### config.mk
export PLATFORM = sky130hd
export DESIGN_NAME = pooled_multi_queue_fifo_flat
export DESIGN_NICKNAME = d
export VERILOG_FILES = /design/src/rtl/pooled_multi_queue_fifo_if.sv /design/src/rtl/pooled_multi_queue_fifo.sv /design/src/flat_wrapper.sv
export SDC_FILE = /design/constraint.sdc
export NUM_CORES = 1
export LEC_CHECK = 0
export ABC_CLOCK_PERIOD_IN_PS = 5510
export CAP_MARGIN = 15
export CORE_UTILIZATION = 40
export CTS_CLUSTER_SIZE = 30
export DETAILED_ROUTE_END_ITERATION = 12
export GPL_TIMING_DRIVEN = 0
export PLACE_DENSITY = 0.6
export SLEW_MARGIN = 30
export SYNTH_ARGS = -nofsm -noshare
export SYNTH_HDL_FRONTEND = slang
export SYNTH_SLANG_ARGS = --single-unit
### constraint.sdc
create_clock -name clk -period 5.51 [get_ports clk]
set_clock_uncertainty 0.15 [all_clocks]
set_input_delay 1.102 -clock clk [delete_from_list [all_inputs] [get_ports clk]]
set_output_delay 1.102 -clock clk [all_outputs]
set_load 0.03 [all_outputs]
### src/rtl/pooled_multi_queue_fifo_if.sv
// Write/read bundle for the pooled multi-queue FIFO: one shared write port and
// per-queue head/pop streams with occupancy and peak-occupancy status.
interface pooled_multi_queue_fifo_if #(
    parameter int QUEUE_COUNT = 3,
    parameter int DATA_WIDTH  = 8,
    parameter int DEPTH       = 8
);
    localparam int TW = $clog2(QUEUE_COUNT);
    localparam int CW = $clog2(DEPTH + 1);

    logic                              in_valid;
    logic [TW-1:0]                     in_target;
    logic [DATA_WIDTH-1:0]             in_payload;
    logic [QUEUE_COUNT-1:0]            in_ready;
    logic [QUEUE_COUNT-1:0]            out_valid;
    logic [QUEUE_COUNT-1:0]            out_ready;
    logic [QUEUE_COUNT*DATA_WIDTH-1:0] out_payload;
    logic [QUEUE_COUNT*CW-1:0]         occupancy;
    logic [QUEUE_COUNT*CW-1:0]         high_water;

    modport master (
        output in_valid, in_target, in_payload, out_ready,
        input  in_ready, out_valid, out_payload, occupancy, high_water
    );

    modport slave (
        input  in_valid, in_target, in_payload, out_ready,
        output in_ready, out_valid, out_payload, occupancy, high_water
    );
endinterface

### src/rtl/pooled_multi_queue_fifo.sv
// Multi-queue FIFO over one shared entry pool (per-queue linked lists + free bitmap).
// Define POOLED_MULTI_QUEUE_HIGH_WATER_EN to enable per-queue peak-occupancy registers.
module pooled_multi_queue_fifo #(
    parameter int QUEUE_COUNT = 3,
    parameter int DATA_WIDTH  = 8,
    parameter int DEPTH       = 8,
    parameter int RESERVED    = 1
) (
    input  logic                      clk,
    input  logic                      rst_n,
    pooled_multi_queue_fifo_if.slave  bus
);
    localparam int PW = $clog2(DEPTH);
    localparam int CW = $clog2(DEPTH + 1);
    localparam int TW = $clog2(QUEUE_COUNT);
    localparam logic [CW-1:0] RES_C   = CW'(RESERVED);
    localparam logic [CW-1:0] DEPTH_C = CW'(DEPTH);
    localparam logic [CW-1:0] LIMIT_C = CW'(DEPTH - (QUEUE_COUNT - 1) * RESERVED);

    logic [DATA_WIDTH-1:0]  mem        [DEPTH];
    logic [PW-1:0]          next_ptr   [DEPTH];
    logic [DEPTH-1:0]       free_map;
    logic [CW-1:0]          free_count;
    logic [PW-1:0]          head       [QUEUE_COUNT];
    logic [PW-1:0]          tail       [QUEUE_COUNT];
    logic [CW-1:0]          count      [QUEUE_COUNT];
    logic [CW-1:0]          count_next [QUEUE_COUNT];

    logic [QUEUE_COUNT-1:0] ready, valid, pop, push_vec;
    logic [CW-1:0]          short_sum, pop_total;
    logic [PW-1:0]          alloc, tgt_tail;
    logic                   push, tgt_link;

    // Entries still owed to under-reserved queues are not available to others.
    always_comb begin
        short_sum = '0;
        ready     = '0;
        for (int q = 0; q < QUEUE_COUNT; q++)
            if (count[q] < RES_C) short_sum = short_sum + (RES_C - count[q]);
        for (int q = 0; q < QUEUE_COUNT; q++)
            ready[q] = (count[q] < RES_C) || (free_count > short_sum);
    end

    always_comb begin
        alloc = '0;
        for (int i = DEPTH - 1; i >= 0; i--)
            if (free_map[i]) alloc = PW'(i);
    end

    always_comb begin
        valid     = '0;
        pop       = '0;
        push_vec  = '0;
        tgt_tail  = '0;
        tgt_link  = 1'b0;
        pop_total = '0;
        for (int q = 0; q < QUEUE_COUNT; q++) begin
            count_next[q] = count[q];
            valid[q]      = (count[q] != '0);
            pop[q]        = valid[q] && bus.out_ready[q];
            push_vec[q]   = bus.in_valid && (bus.in_target == TW'(q)) && ready[q];
            // Link behind the old tail only if something survives this cycle's pop.
            if (push_vec[q]) begin
                tgt_tail = tail[q];
                tgt_link = ((count[q] - CW'(pop[q])) != '0);
            end
            pop_total     = pop_total + CW'(pop[q]);
            count_next[q] = count[q] + CW'(push_vec[q]) - CW'(pop[q]);
        end
        push = |push_vec;
    end

    always_ff @(posedge clk) begin
        if (!rst_n) begin
            free_map   <= '1;
            free_count <= DEPTH_C;
            for (int q = 0; q < QUEUE_COUNT; q++) begin
                head[q]  <= '0;
                tail[q]  <= '0;
                count[q] <= '0;
            end
        end else begin
            for (int q = 0; q < QUEUE_COUNT; q++) begin
                count[q] <= count_next[q];
                if (push_vec[q]) tail[q] <= alloc;
                if (push_vec[q] && !tgt_link) head[q] <= alloc;
                else if (pop[q])              head[q] <= next_ptr[head[q]];
                if (pop[q]) free_map[head[q]] <= 1'b1;
            end
            if (push) free_map[alloc] <= 1'b0;
            free_count <= free_count - CW'(push) + pop_total;
        end
    end

    always_ff @(posedge clk) begin
        if (push) begin
            mem[alloc] <= bus.in_payload;
            if (tgt_link) next_ptr[tgt_tail] <= alloc;
        end
    end

    always_comb begin
        bus.in_ready    = ready;
        bus.out_valid   = valid;
        bus.out_payload = '0;
        bus.occupancy   = '0;
        for (int q = 0; q < QUEUE_COUNT; q++) begin
            bus.out_payload[q*DATA_WIDTH +: DATA_WIDTH] = mem[head[q]];
            bus.occupancy[q*CW +: CW]                   = count[q];
        end
    end

`ifdef POOLED_MULTI_QUEUE_HIGH_WATER_EN
    logic [CW-1:0] hw [QUEUE_COUNT];

    always_ff @(posedge clk) begin
        if (!rst_n) begin
            for (int q = 0; q < QUEUE_COUNT; q++) hw[q] <= '0;
        end else begin
            for (int q = 0; q < QUEUE_COUNT; q++)
                if (count_next[q] > hw[q]) hw[q] <= count_next[q];
        end
    end

    always_comb begin
        bus.high_water = '0;
        for (int q = 0; q < QUEUE_COUNT; q++) bus.high_water[q*CW +: CW] = hw[q];
    end
`else
    assign bus.high_water = '0;
`endif

    // Walk every list to build the linked-entry mask used by the pool invariants.
    logic [CW-1:0]    count_sum;
    logic [DEPTH-1:0] linked;
    logic [PW-1:0]    walk_ptr;
    logic             over_limit;

    always_comb begin
        count_sum  = '0;
        linked     = '0;
        walk_ptr   = '0;
        over_limit = 1'b0;
        for (int q = 0; q < QUEUE_COUNT; q++) begin
            count_sum  = count_sum + count[q];
            over_limit = over_limit || (count[q] > LIMIT_C);
            walk_ptr   = head[q];
            for (int k = 0; k < DEPTH; k++) begin
                if (CW'(k) < count[q]) begin
                    linked[walk_ptr] = 1'b1;
                    walk_ptr         = next_ptr[walk_ptr];
                end
            end
        end
    end

    a_conserve: assert property (@(posedge clk) disable iff (!rst_n)
        ((CW+1)'(count_sum) + (CW+1)'(free_count)) == (CW+1)'(DEPTH));
    a_disjoint: assert property (@(posedge clk) disable iff (!rst_n)
        (linked & free_map) == '0);
    a_bound: assert property (@(posedge clk) disable iff (!rst_n) !over_limit);
endmodule

### src/flat_wrapper.sv
// flat-port wrapper written by rule: the top's interface ports become plain ports
module pooled_multi_queue_fifo_flat 
#(
    parameter int QUEUE_COUNT = 3,
    parameter int DATA_WIDTH  = 8,
    parameter int DEPTH       = 8,
    parameter int RESERVED    = 1
)
  (clk, rst_n, bus_in_valid, bus_in_target, bus_in_payload, bus_out_ready, bus_in_ready, bus_out_valid, bus_out_payload, bus_occupancy, bus_high_water);
  pooled_multi_queue_fifo_if #(.QUEUE_COUNT(QUEUE_COUNT), .DATA_WIDTH(DATA_WIDTH), .DEPTH(DEPTH)) bus_i ();
  input  logic clk;
  input  logic rst_n;
  input wire logic [$bits(bus_i.in_valid)-1:0] bus_in_valid;
  input wire logic [$bits(bus_i.in_target)-1:0] bus_in_target;
  input wire logic [$bits(bus_i.in_payload)-1:0] bus_in_payload;
  input wire logic [$bits(bus_i.out_ready)-1:0] bus_out_ready;
  output wire logic [$bits(bus_i.in_ready)-1:0] bus_in_ready;
  output wire logic [$bits(bus_i.out_valid)-1:0] bus_out_valid;
  output wire logic [$bits(bus_i.out_payload)-1:0] bus_out_payload;
  output wire logic [$bits(bus_i.occupancy)-1:0] bus_occupancy;
  output wire logic [$bits(bus_i.high_water)-1:0] bus_high_water;
  assign bus_i.in_valid = bus_in_valid;
  assign bus_i.in_target = bus_in_target;
  assign bus_i.in_payload = bus_in_payload;
  assign bus_i.out_ready = bus_out_ready;
  assign bus_in_ready = bus_i.in_ready;
  assign bus_out_valid = bus_i.out_valid;
  assign bus_out_payload = bus_i.out_payload;
  assign bus_occupancy = bus_i.occupancy;
  assign bus_high_water = bus_i.high_water;
  pooled_multi_queue_fifo #(.QUEUE_COUNT(QUEUE_COUNT), .DATA_WIDTH(DATA_WIDTH), .DEPTH(DEPTH), .RESERVED(RESERVED)) u_core (.clk(clk), .rst_n(rst_n), .bus(bus_i));
endmodule
==> results of run 1 <==
-- through the flow --
stage          cell area, um^2  instances
5_1_grt                  10400       1099
3_5_place_dp              9253       1036
3_3_place_gp              9141       1027
6_report                 10400       1099
4_1_cts                  10060       1081
2_1_floorplan             8239        705
-- worst min-delay path: stages, from the launching register on --
cell and delay (ns):
sky130_fd_sc_hd__dfxtp_1 0.37, sky130_fd_sc_hd__nor3_1 0.07, sky130_fd_sc_hd__o21ai_1 0.10
-- cells in the final DEF, fill, tap and decap left out, types with 6 or more instances in the layout --
cell type,count
sky130_fd_sc_hd__mux2i_1,32
sky130_fd_sc_hd__clkbuf_16,17
sky130_fd_sc_hd__nor2_4,10
sky130_fd_sc_hd__nor3_1,17
sky130_fd_sc_hd__clkdlybuf4s50_1,54
sky130_fd_sc_hd__mux4_2,40
sky130_fd_sc_hd__clkbuf_1,27
sky130_fd_sc_hd__nor4_1,8
sky130_fd_sc_hd__nor2_1,42
sky130_fd_sc_hd__nand2_1,48
sky130_fd_sc_hd__a211oi_2,6
sky130_fd_sc_hd__inv_1,40
sky130_fd_sc_hd__nand3_1,13
sky130_fd_sc_hd__mux2_2,17
sky130_fd_sc_hd__clkinv_1,6
sky130_fd_sc_hd__inv_2,9
sky130_fd_sc_hd__and2_1,6
sky130_fd_sc_hd__buf_6,9
sky130_fd_sc_hd__edfxtp_1,106
sky130_fd_sc_hd__ha_4,7
sky130_fd_sc_hd__nor3_4,8
sky130_fd_sc_hd__dfxtp_1,21
sky130_fd_sc_hd__o21ai_1,10
sky130_fd_sc_hd__o21ai_0,20
sky130_fd_sc_hd__xor2_1,6
sky130_fd_sc_hd__a22oi_1,10
sky130_fd_sc_hd__conb_1,13
sky130_fd_sc_hd__ha_1,33
sky130_fd_sc_hd__a21oi_1,19
sky130_fd_sc_hd__buf_4,47
sky130_fd_sc_hd__xnor2_1,13
-- where the power goes --
group          internal [mW]  switching, mW  total [mW]
logic                   2.23           2.75        4.98
clock network          0.750          0.421        1.17
registers               1.26          0.129        1.39
total                   4.24           3.30        7.54
-- worst max-delay path by stage --
stage	endpoint	slack [ns]	cells past startpoint
after CTS	bus_in_ready[0]	-0.19	19
after global placement	u_core.mem[4][5]$_DFFE_PP_	-0.93	20
after detailed placement	bus_in_ready[0]	-0.45	19
after floorplan	u_core.free_count[1]$_SDFF_PN0_	-0.06	26
after global routing	bus_in_ready[0]	-0.32	19
final	bus_in_ready[2]	-0.18	19
-- registers in the layout (all words and copies together), names as in the netlist --
register / flops
u_core.count: 12
u_core.free_count: 4
u_core.free_map: 8
u_core.head: 9
u_core.mem: 64
u_core.next_ptr: 24
u_core.tail: 9
-- final cells by class --
| type | count | area, um^2 |
|---|---|---|
| Inverter | 57 | 231.5 |
| Fill cell | 1731 | 9254 |
| Clock buffer | 20 | 436.7 |
| Sequential cell | 130 | 3675 |
| Tap cell | 265 | 331.6 |
| Clock inverter | 12 | 162.7 |
| Multi-Input combinational cell | 472 | 4422 |
| Timing Repair Buffer | 97 | 902.1 |
| Buffer | 46 | 239.0 |
-- logic make-up (layout without fill, tap and decap cells) --
group / count (synthesis) / count (layout) / share of synthesized area [%]
adders and majority gates: 47 / 47 / 7.906
other: 2 / 13 / 0.09268
and+or+nand+nor: 180 / 180 / 10.59
buffers and inverters: 103 / 232 / 5.513
muxes: 90 / 90 / 17.57
xor gates and xnor gates: 19 / 19 / 2.054
DFF: 130 / 130 / 45.21
AOI/OAI and AO/OA: 123 / 123 / 11.06
-- routing by layer --
metal  share of wire [%]  wire length [um]  GRT usage (%)  vias up
met4                 3.0               712          9.751        0
met1                  40              9535          30.23     3168
met5                   0                 0              0        -
li1                    -                 -              -     2867
met2                  49             11820          40.01      338
met3                 8.4              2034          5.331       80
-- timing repair --
action	4_1_cts	5_1_grt
pin swaps	11	32
endpoints found under the setup margin	40	75
buffers inserted	13	18
gates resized for setup	43	37
==> Implementation_results.wiki, run 1 <==
{| class="wikitable"
! Metric !! Value
|-
| Result of the run || finished, violations left
|-
| Violated checks || negative setup slack
|-
| Share of layout cells above drive strength 1 || 26.38%
|-
| Sequential fraction of the synthesis area || 45.21%
|-
| Pin count of the biggest net entering global routing || 17
|-
| Count of flip-flops with a built-in enable after synthesis || 106
|-
| Hold violation count in the final report || 0
|-
| Count of buffer and inverter cells on the critical path || 4
|-
| Total CTS buffers || 17
|-
| Full die area || 20830 um^2
|-
| Sequence of cells on the critical path || inv_4 -> ha_4 -> or3b_4 -> inv_2 -> ha_4 -> ha_4 -> fa_1 -> mux2_4 -> ha_4 -> fa_2 -> xnor2_1 -> nor2_1 -> xnor2_1 -> ha_1 -> buf_4 -> a41o_4 -> and2_4 -> nand2_2 -> buf_6
|-
| Hold buffers post-CTS || 0
|-
| Synth Register Bits || 130
|-
| Total congestion overflow after global routing || 0
|-
| Fin util || 52.92%
|-
| Synth Cell Area || 8103 um^2
|-
| Syn avg cell area || 11.68 um^2
|-
| Gp weighted congestion || 0.8841
|-
| Horizontal extent of the die || 144.3 um
|-
| Unrepaired setup endpoints after global routing || true
|-
| Final worst setup slack || -0.1844 ns
|-
| Worst hold path cell count || 2
|-
| Synth warn || 0
|-
| Deepest clock path buffer count || 2
|-
| Placeable core region || 19650 um^2
|-
| Post-Place Worst Slack || -0.4452 ns
|-
| Final antenna diode count || 0
|-
| Global-route wire length before repair || 36580 um
|-
| Tightest slew margin relative to the limit || 33.06%
|-
| Number of optimization iterations in the first detailed-route pass || 5
|-
| H-tree lvl count || 4
|-
| Final critical path time including I/O delays and setup || 5.694 ns
|-
| Via total after detailed routing || 6453
|-
| Vert. Die Dim || 144.3 um
|-
| Area share of the largest cell type after synthesis || 39.28%
|-
| Leakage power of the design || 3.765 nW
|-
| Vias in the first global route || 6449
|-
| Hold WC Path Type || flop to flop
|-
| Largest cells by area after synthesis || sky130_fd_sc_hd__edfxtp_1 (39%), sky130_fd_sc_hd__mux4_2 (11%), sky130_fd_sc_hd__ha_1 (6.2%), sky130_fd_sc_hd__dfxtp_1 (5.9%), sky130_fd_sc_hd__mux2i_1 (4.0%)
|-
| Synthesis-to-finish area growth || 28.35%
|-
| Type of element capturing the critical path || output pin
|-
| Slowest cell on the critical path || sky130_fd_sc_hd__or3b_4
|-
| Launching point of the worst reg2reg path || u_core.count[0][2]$_SDFF_PN0_
|-
| Setup crit start kind || flop
|-
| Peak per-stage delay on the critical path || 0.40 ns
|-
| TritonCTS clock tree || yes
|-
| Critical path class || flop to output pin
|-
| Drc violations || 0
|-
| Per-cell via count in the routed design || 5.872
|-
| Most instantiated flip-flop cell in the synthesis netlist || sky130_fd_sc_hd__edfxtp_1
|-
| CTS clk-pin slew, worst paths || 0.06 ns
|-
| Gate count after technology mapping || 694
|-
| Total of buffers placed on input and output ports || 57
|-
| Count of distinct cell types in the synthesized netlist || 66
|-
| Reg-to-reg setup timing slack || -0.14 ns
|-
| Top post-synthesis cells by count || sky130_fd_sc_hd__edfxtp_1 (106), sky130_fd_sc_hd__nor2_1 (52), sky130_fd_sc_hd__nand2_1 (51), sky130_fd_sc_hd__inv_1 (46)
|-
| Min-Delay Startpoint || u_core.free_map[6]$_SDFF_PN1_
|-
| Clock sink count || 130
|-
| Endpoint of the most critical register-to-register path || u_core.free_count[1]$_SDFF_PN0_
|-
| Arrival time worst endpoint || 4.44 ns
|-
| Total power divided by cell area || 725.2 nW/um^2
|-
| CP startpoint || u_core.count[0][2]$_SDFF_PN0_
|-
| Antenna violations before repair || 0
|-
| Worst-Skew Late Latency || 0.43 ns
|-
| Total global routing track utilization || 24.04%
|-
| Cell taking the most area after synthesis || sky130_fd_sc_hd__edfxtp_1
|-
| Post-synth ARST share || 0%
|-
| Max Fclk || 175.6 MHz
|-
| Violation count after the first detailed-routing iteration || 809
|-
| Std cell rows || 51
|-
| Number of cells traversed by the worst register-to-register path || 27
|-
| Max FO, Critical Path || 5
|-
| Number of top-level pins || 70
|-
| Reported max-cap violation count || 0
|-
| Routed wire length || 24100 um
|-
| Data required time of the critical path || 4.26 ns
|-
| DPL Wire Length || 17150 um
|-
| Starting utilization of the core area || 41.23%
|-
| Setup total negative slack || -0.7339 ns
|-
| Maximum vdd ir drop || 1.204 mV
|-
| Cell with the most instances after synthesis || sky130_fd_sc_hd__edfxtp_1
|-
| Most Frequent Cell on Critical Path || sky130_fd_sc_hd__ha_4
|-
| Post-layout nets || 884
|-
| Number of routed nets with antenna violations || 0
|-
| PnR Total Power || 7.542 mW
|-
| Top delay family on crit path || adder cells
|-
| Final worst path period share || 103.3%
|-
| Number of max-slew violations in the final report || 0
|-
| Clock tree root driver cell || sky130_fd_sc_hd__clkbuf_16
|-
| Minimum hold slack || 0.4331 ns
|-
| Hold Crit Endpoint || u_core.free_map[6]$_SDFF_PN1_
|-
| WL per Instance || 21.93 um
|-
| Transition at the pin with the smallest max-transition slack || 1.004 ns
|-
| Total setup violations reported at the end of the flow || 5
|}
Note: power is estimated with default switching activity, not from simulation.
==> run 2, diff against run 1 <==
--- a/config.mk
+++ b/config.mk
@@ -6,7 +6,7 @@
 export NUM_CORES = 1
 export LEC_CHECK = 0
 export ABC_CLOCK_PERIOD_IN_PS = 5510
-export CAP_MARGIN = 15
+export CAP_MARGIN = 40
 export CORE_UTILIZATION = 40
 export CTS_CLUSTER_SIZE = 30
 export DETAILED_ROUTE_END_ITERATION = 12
==> Implementation_results.wiki, run 2 (synthesis results as in run 1) <==
{| class="wikitable"
! Metric !! Value
|-
| Placeable core region || 19650 um^2
|-
| Largest register FFs || 64
|-
| DPL Wire Length || 17220 um
|-
| Most used cells in the layout excluding fill and tap cells || sky130_fd_sc_hd__edfxtp_1 (106), sky130_fd_sc_hd__clkdlybuf4s50_1 (54), sky130_fd_sc_hd__nand2_1 (44)
|-
| Std cell rows || 51
|-
| Total global routing track utilization || 23.80%
|-
| Sequence of cells on the critical path || inv_4 -> ha_4 -> or3b_4 -> inv_2 -> ha_4 -> ha_4 -> fa_1 -> mux2_4 -> ha_4 -> fa_2 -> xnor2_2 -> nor2_1 -> xnor2_1 -> ha_1 -> a21oi_2 -> a41o_2 -> and2_4 -> nand2_2 -> buf_6
|-
| TritonCTS clock tree || yes
|-
| Global-route wire length before repair || 36380 um
|-
| Final cell count without fillers || 1094
|-
| Antenna violations before repair || 0
|-
| Register with the most flip-flops || u_core.mem
|-
| Biggest registers after layout || u_core.mem x64, u_core.next_ptr x24, u_core.count x12
|-
| H-tree lvl count || 4
|-
| Violated checks || negative setup slack
|-
| Hold WC Path Type || flop to flop
|-
| Result of the run || finished, violations left
|-
| Commonest non-fill, non-tap cell in the layout || sky130_fd_sc_hd__edfxtp_1
|-
| Number of routed nets with antenna violations || 0
|-
| Vias in the first global route || 6532
|-
| Gp weighted congestion || 0.8841
|-
| Routed wire length || 23940 um
|-
| Starting utilization of the core area || 41.23%
|-
| Type of element capturing the critical path || output pin
|-
| Vert. Die Dim || 144.3 um
|-
| Tightest slew margin relative to the limit || 45.75%
|-
| Final worst path period share || 103.8%
|-
| Drc violations || 0
|-
| WL per Instance || 21.88 um
|-
| Clock sink count || 130
|-
| Max FO, Critical Path || 4
|-
| Met3 global-route usage || 4.967%
|-
| Reported max-cap violation count || 0
|-
| Arrival time worst endpoint || 4.47 ns
|-
| Setup crit start kind || flop
|-
| Reg-to-reg setup timing slack || -0.18 ns
|-
| Transition at the pin with the smallest max-transition slack || 0.8071 ns
|-
| Horizontal extent of the die || 144.3 um
|-
| Share of layout cells above drive strength 1 || 28.23%
|-
| Worst-Skew Late Latency || 0.43 ns
|-
| Number of optimization iterations in the first detailed-route pass || 5
|-
| Placed cell count || 1038
|-
| Clock tree root driver cell || sky130_fd_sc_hd__clkbuf_16
|-
| Slowest cell on the critical path || sky130_fd_sc_hd__or3b_4
|-
| Leakage power of the design || 3.729 nW
|-
| Peak per-stage delay on the critical path || 0.41 ns
|-
| Critical path class || flop to output pin
|-
| Per-cell via count in the routed design || 5.798
|-
| Hold violation count in the final report || 0
|-
| Count of buffer and inverter cells on the critical path || 3
|-
| Met2 Track Usage GR || 39.37%
|-
| Total setup violations reported at the end of the flow || 37
|-
| Synthesis-to-finish area growth || 28.30%
|-
| Final critical path time including I/O delays and setup || 5.720 ns
|-
| Final antenna diode count || 0
|-
| Number of max-slew violations in the final report || 0
|-
| Hold buffers post-CTS || 0
|-
| Deepest clock path buffer count || 2
|-
| Final worst setup slack || -0.2100 ns
|-
| Full die area || 20830 um^2
|-
| Violation count after the first detailed-routing iteration || 726
|-
| Total congestion overflow after global routing || 0
|-
| Number of top-level pins || 70
|-
| Top Usage Layer GRT || met2
|-
| Unrepaired setup endpoints after global routing || true
|-
| Top delay family on crit path || adder cells
|-
| Most Frequent Cell on Critical Path || sky130_fd_sc_hd__ha_4
|-
| Total of buffers placed on input and output ports || 57
|-
| Maximum vdd ir drop || 1.328 mV
|-
| Max Fclk || 174.8 MHz
|-
| Post-layout nets || 879
|-
| Fraction of met1 tracks used by global routing || 30.22%
|-
| Total power divided by cell area || 696.5 nW/um^2
|-
| Data required time of the critical path || 4.26 ns
|-
| Pin count of the biggest net entering global routing || 17
|-
| CTS clk-pin slew, worst paths || 0.06 ns
|-
| Minimum hold slack || 0.4380 ns
|-
| Total CTS buffers || 17
|-
| Via total after detailed routing || 6343
|}
## run 2: cell count changes in the layout (fill, tap and decap cells not counted), sizes merged
cell	previous run	this run
buf	65	60
bufinv	4	1
clkbuf	44	41
clkinv	10	13
clkinvlp	0	2
inv	55	56
## run 2: worst paths after layout
check,startpoint,to,cells after the start
setup / recovery,u_core.count[0][2]$_SDFF_PN0_,bus_in_ready[0],19
hold / removal,u_core.free_map[6]$_SDFF_PN1_,u_core.free_map[6]$_SDFF_PN1_,2
setup reg to reg,u_core.count[0][2]$_SDFF_PN0_,u_core.free_count[1]$_SDFF_PN0_,26
hold reg to reg,u_core.free_map[6]$_SDFF_PN1_,u_core.free_map[6]$_SDFF_PN1_,2
## run 2: final cells by class
class,count,area (um^2)
Clock inverter,15,115.1
Buffer,46,239.0
Fill cell,1738,9258
Multi-Input combinational cell,472,4509
Tap cell,265,331.6
Clock buffer,17,425.4
Sequential cell,130,3675
Timing Repair Buffer,92,869.6
Inverter,57,231.5
## run 2: stage by stage
stage | setup TNS (ns) | total power, mW | worst slack (ns) | utilization [%] | cell area, um^2
5_1_grt | -11.16 | 7.688 | -0.3628 | 52.90 | 10400
3_3_place_gp | -60.85 | 5.330 | -0.9261 | 46.51 | 9141
4_1_cts | -0.6996 | 6.868 | -0.1605 | 51.12 | 10050
2_1_floorplan | -0.05771 | 4.213 | -0.05771 | - | 8239
6_report | -3.791 | 7.241 | -0.2100 | 52.90 | 10400
3_5_place_dp | -2.897 | 5.469 | -0.4315 | 47.16 | 9269
## run 2: routing by layer
| layer | wire (um) | share of wire, % | up-vias |
|---|---|---|---|
| met5 | 0 | 0 | - |
| met4 | 683 | 2.9 | 0 |
| met3 | 1744 | 7.3 | 58 |
| met2 | 11820 | 49 | 290 |
| met1 | 9694 | 40 | 3139 |
| li1 | - | - | 2856 |
## run 2: power breakdown
part,internal [mW],switching (mW)
clock network,0.614,0.436
logic,2.10,2.70
registers,1.26,0.133
## run 2: worst register-to-register path, delay by kind of cell (launching register included)
kind,cells,cell delay [ns]
adders and majority gates,10,2.74
AOI/OAI and AO/OA,3,0.56
DFF,1,0.35
muxes,1,0.30
buffers and inverters,6,0.56
and+or+nand+nor,4,0.72
xor gates and xnor gates,2,0.21
## run 2: what timing repair did
| item | in CTS | in global routing |
|---|---|---|
| gates cloned | 0 | 1 |
| buffers inserted | 11 | 12 |
| pin swaps | 9 | 26 |
| resized for setup | 51 | 48 |
| setup endpoints to repair | 42 | 92 |
==> run 3, diff against run 2 <==
--- a/config.mk
+++ b/config.mk
@@ -5,6 +5,7 @@
 export SDC_FILE = /design/constraint.sdc
 export NUM_CORES = 1
 export LEC_CHECK = 0
+export ABC_AREA = 1
 export ABC_CLOCK_PERIOD_IN_PS = 5510
 export CAP_MARGIN = 40
 export CORE_UTILIZATION = 40
@@ -12,6 +13,7 @@
 export DETAILED_ROUTE_END_ITERATION = 12
 export GPL_TIMING_DRIVEN = 0
 export PLACE_DENSITY = 0.6
+export SETUP_SLACK_MARGIN = 0.02
 export SLEW_MARGIN = 30
 export SYNTH_ARGS = -nofsm -noshare
 export SYNTH_HDL_FRONTEND = slang
==> Implementation_results.wiki, run 3 <==
{| class="wikitable"
! Metric !! Value
|-
| Result of the run || finished, violations left
|-
| Violated checks || negative setup slack
|-
| Antenna violations before repair || 0
|-
| Type of element capturing the critical path || output pin
|-
| Reported max-cap violation count || 0
|-
| Max Fclk || 177.2 MHz
|-
| Count of flip-flops with a built-in enable after synthesis || 106
|-
| Gate count after technology mapping || 921
|-
| Total congestion overflow after global routing || 0
|-
| Deepest clock path buffer count || 2
|-
| Most used cells in the layout excluding fill and tap cells || sky130_fd_sc_hd__nand2_1 (149), sky130_fd_sc_hd__inv_1 (123), sky130_fd_sc_hd__edfxtp_1 (106)
|-
| Reg-to-reg setup timing slack || -0.05 ns
|-
| Cell taking the most area after synthesis || sky130_fd_sc_hd__edfxtp_1
|-
| Met2 Track Usage GR || 41.98%
|-
| Number of max-slew violations in the final report || 0
|-
| Maximum vdd ir drop || 0.5471 mV
|-
| Layout Cell Area excl Fill || 10180 um^2
|-
| Worst hold path cell count || 2
|-
| H-tree lvl count || 4
|-
| Violation count after the first detailed-routing iteration || 793
|-
| Tightest slew margin relative to the limit || 44.07%
|-
| Max FO, Critical Path || 4
|-
| Synthesis-to-finish area growth || 26.68%
|-
| Worst-Skew Late Latency || 0.43 ns
|-
| Leakage power of the design || 4.104 nW
|-
| Cell with the most instances after synthesis || sky130_fd_sc_hd__nand2_1
|-
| Share of layout cells above drive strength 1 || 16.21%
|-
| Setup crit start kind || flop
|-
| Count of distinct cell types in the synthesized netlist || 46
|-
| Clock tree root driver cell || sky130_fd_sc_hd__clkbuf_16
|-
| Vert. Die Dim || 143.8 um
|-
| Area share of the largest cell type after synthesis || 39.60%
|-
| Met3 global-route usage || 6.065%
|-
| Final worst path period share || 102.4%
|-
| Largest register FFs || 64
|-
| Post-synth ARST share || 0%
|-
| Per-cell via count in the routed design || 5.466
|-
| Standard cell area after detailed placement || 9031 um^2
|-
| Number of routed nets with antenna violations || 0
|-
| Fraction of met1 tracks used by global routing || 31.15%
|-
| Starting utilization of the core area || 41.04%
|-
| Register with the most flip-flops || u_core.mem
|-
| Commonest non-fill, non-tap cell in the layout || sky130_fd_sc_hd__nand2_1
|-
| Synth warn || 0
|-
| DPL Wire Length || 17530 um
|-
| Syn avg cell area || 8.729 um^2
|-
| Unrepaired setup endpoints after global routing || true
|-
| Biggest registers after layout || u_core.mem x64, u_core.next_ptr x24, u_core.count x12
|-
| Drc violations || 0
|-
| Number of cells traversed by the worst register-to-register path || 34
|-
| Min-Delay Startpoint || u_core.free_map[5]$_SDFF_PN1_
|-
| Data required time of the critical path || 4.26 ns
|-
| Synth Cell Area || 8039 um^2
|-
| Pin count of the biggest net entering global routing || 17
|-
| Hold violation count in the final report || 0
|-
| Global-route wire length before repair || 38010 um
|-
| CTS clk-pin slew, worst paths || 0.06 ns
|-
| Synth Register Bits || 130
|-
| Routed wire length || 25800 um
|-
| Horizontal extent of the die || 143.8 um
|-
| Endpoint of the most critical register-to-register path || u_core.free_count[1]$_SDFF_PN0_
|-
| Total power divided by cell area || 734.3 nW/um^2
|-
| Critical path class || flop to output pin
|-
| Final worst setup slack || -0.1341 ns
|-
| TritonCTS clock tree || yes
|-
| Hold buffers post-CTS || 0
|-
| Sequential fraction of the synthesis area || 45.57%
|-
| Top Usage Layer GRT || met2
|-
| Total of buffers placed on input and output ports || 56
|-
| Total setup violations reported at the end of the flow || 4
|-
| Most instantiated flip-flop cell in the synthesis netlist || sky130_fd_sc_hd__edfxtp_1
|-
| Total global routing track utilization || 25.48%
|-
| Launching point of the worst reg2reg path || u_core.count[0][2]$_SDFF_PN0_
|-
| Final critical path time including I/O delays and setup || 5.644 ns
|-
| Largest cells by area after synthesis || sky130_fd_sc_hd__edfxtp_1 (40%), sky130_fd_sc_hd__nand2_1 (7.4%), sky130_fd_sc_hd__inv_1 (6.3%), sky130_fd_sc_hd__ha_1 (6.2%), sky130_fd_sc_hd__dfxtp_1 (6.0%)
|-
| Hold Crit Endpoint || u_core.free_map[5]$_SDFF_PN1_
|-
| Final antenna diode count || 0
|-
| Vias in the first global route || 6845
|-
| Transition at the pin with the smallest max-transition slack || 0.8390 ns
|-
| Total CTS buffers || 17
|-
| Via total after detailed routing || 7182
|-
| Number of optimization iterations in the first detailed-route pass || 8
|-
| Clock sink count || 130
|-
| WL per Instance || 19.63 um
|-
| Gp weighted congestion || 0.9237
|-
| Number of top-level pins || 70
|-
| Std cell rows || 51
|-
| Placeable core region || 19590 um^2
|-
| Full die area || 20670 um^2
|-
| Top post-synthesis cells by count || sky130_fd_sc_hd__nand2_1 (159), sky130_fd_sc_hd__inv_1 (135), sky130_fd_sc_hd__edfxtp_1 (106), sky130_fd_sc_hd__nor2_1 (76), sky130_fd_sc_hd__o21ai_0 (75)
|-
| Setup total negative slack || -0.3681 ns
|-
| Arrival time worst endpoint || 4.39 ns
|-
| Hold WC Path Type || flop to flop
|-
| Final-layout fill cell count || 1836
|-
| Post-layout nets || 1099
|}
## run 3: cell types whose count changed in the layout (fill, tap and decap cells not counted), sizes merged, moves of 9 or more
cell	change
mux2	-17
mux2i	-32
nor2	+27
o21ai	+49
inv	+84
mux4	-40
o211ai	+33
nor4	-9
nand2	+117
o2111ai	+21
nand3	+39
a21oi	+25
nor3	-22
nand4	+12
## run 3: cell families after synthesis
logic type,Yosys count,share of synthesized area [%]
simple gates,316,17.67
fa+ha+maj,47,7.969
buf+inv,192,9.681
flops,130,45.57
xor+xnor,12,1.307
other cells,2,0.09342
compound gates,221,17.57
mux,1,0.1401
## run 3: metal layers
metal	share of wire [%]	vias to the layer above
li1	-	3394
met2	48	326
met5	0	-
met3	8.7	67
met1	41	3395
met4	2.9	0
## run 3: final cells by class
class	count	area (um^2)	area share, %
tap	265	331.6	3.256
timing repair buffer	85	839.6	8.244
buffer	44	220.2	2.162
multi-input combinational	610	3928	38.57
clock buffer	19	432.9	4.251
inverter	148	590.6	5.799
sequential	130	3675	36.09
clock inverter	13	166.4	1.634
## run 3: worst max-delay path, cell delays in order (launching register included)
cell,delay (ns)
sky130_fd_sc_hd__dfxtp_4,0.35
sky130_fd_sc_hd__inv_4,0.07
sky130_fd_sc_hd__ha_4,0.12
sky130_fd_sc_hd__inv_2,0.04
sky130_fd_sc_hd__nor2_4,0.12
sky130_fd_sc_hd__o21ai_4,0.09
sky130_fd_sc_hd__nor2_4,0.14
sky130_fd_sc_hd__ha_4,0.22
sky130_fd_sc_hd__fa_1,0.50
sky130_fd_sc_hd__nand2_2,0.08
sky130_fd_sc_hd__nand2_2,0.11
sky130_fd_sc_hd__ha_4,0.20
sky130_fd_sc_hd__fa_2,0.35
sky130_fd_sc_hd__xnor2_2,0.15
sky130_fd_sc_hd__nor2_1,0.05
sky130_fd_sc_hd__nor2_1,0.08
sky130_fd_sc_hd__nand2_1,0.09
sky130_fd_sc_hd__xnor2_2,0.16
sky130_fd_sc_hd__ha_1,0.32
sky130_fd_sc_hd__nand2_1,0.07
sky130_fd_sc_hd__inv_2,0.08
sky130_fd_sc_hd__nand2_2,0.06
sky130_fd_sc_hd__nand2_2,0.07
sky130_fd_sc_hd__nand2_4,0.10
sky130_fd_sc_hd__buf_12,0.15
sky130_fd_sc_hd__nand2_8,0.06
sky130_fd_sc_hd__buf_6,0.14
## run 3: worst max path at each step
stage,startpoint,end,slack (ns)
floorplan,u_core.count[0][1]$_SDFF_PN0_,u_core.free_count[1]$_SDFF_PN0_,0.06
global placement,u_core.count[0][2]$_SDFF_PN0_,bus_in_ready[0],-0.56
detailed placement,u_core.count[0][2]$_SDFF_PN0_,bus_in_ready[0],-0.58
CTS,u_core.count[0][2]$_SDFF_PN0_,bus_in_ready[1],-0.21
global route,u_core.count[0][2]$_SDFF_PN0_,bus_in_ready[2],-0.38
finish,u_core.count[0][2]$_SDFF_PN0_,bus_in_ready[2],-0.13
## run 3: power by group
part	internal, mW	switching (mW)
sequential	1.26	0.119
clock	0.748	0.425
combinational	1.97	2.96
total	3.98	3.50
## run 3: repair_timing
action	4_1_cts	5_1_grt
setup endpoints to repair	91	124
cloned	0	0
pin swaps	21	24
buffers inserted	21	9
hold endpoints to repair	0	0
gates resized for setup	45	45
## run 3: per-stage QoR
stage | util, % | hold slack (ns) | worst slack, ns | cells | total power, mW
floorplan | - | 0.3211 | 0.05510 | 932 | 4.062
global placement | 46.09 | 0.3606 | -0.5593 | 1253 | 5.323
detailed placement | 46.10 | 0.3625 | -0.5826 | 1253 | 5.371
CTS | 50.55 | 0.3798 | -0.2142 | 1306 | 7.064
global route | 51.98 | 0.4140 | -0.3797 | 1314 | 7.910
finish | 51.98 | 0.3918 | -0.1341 | 1314 | 7.478
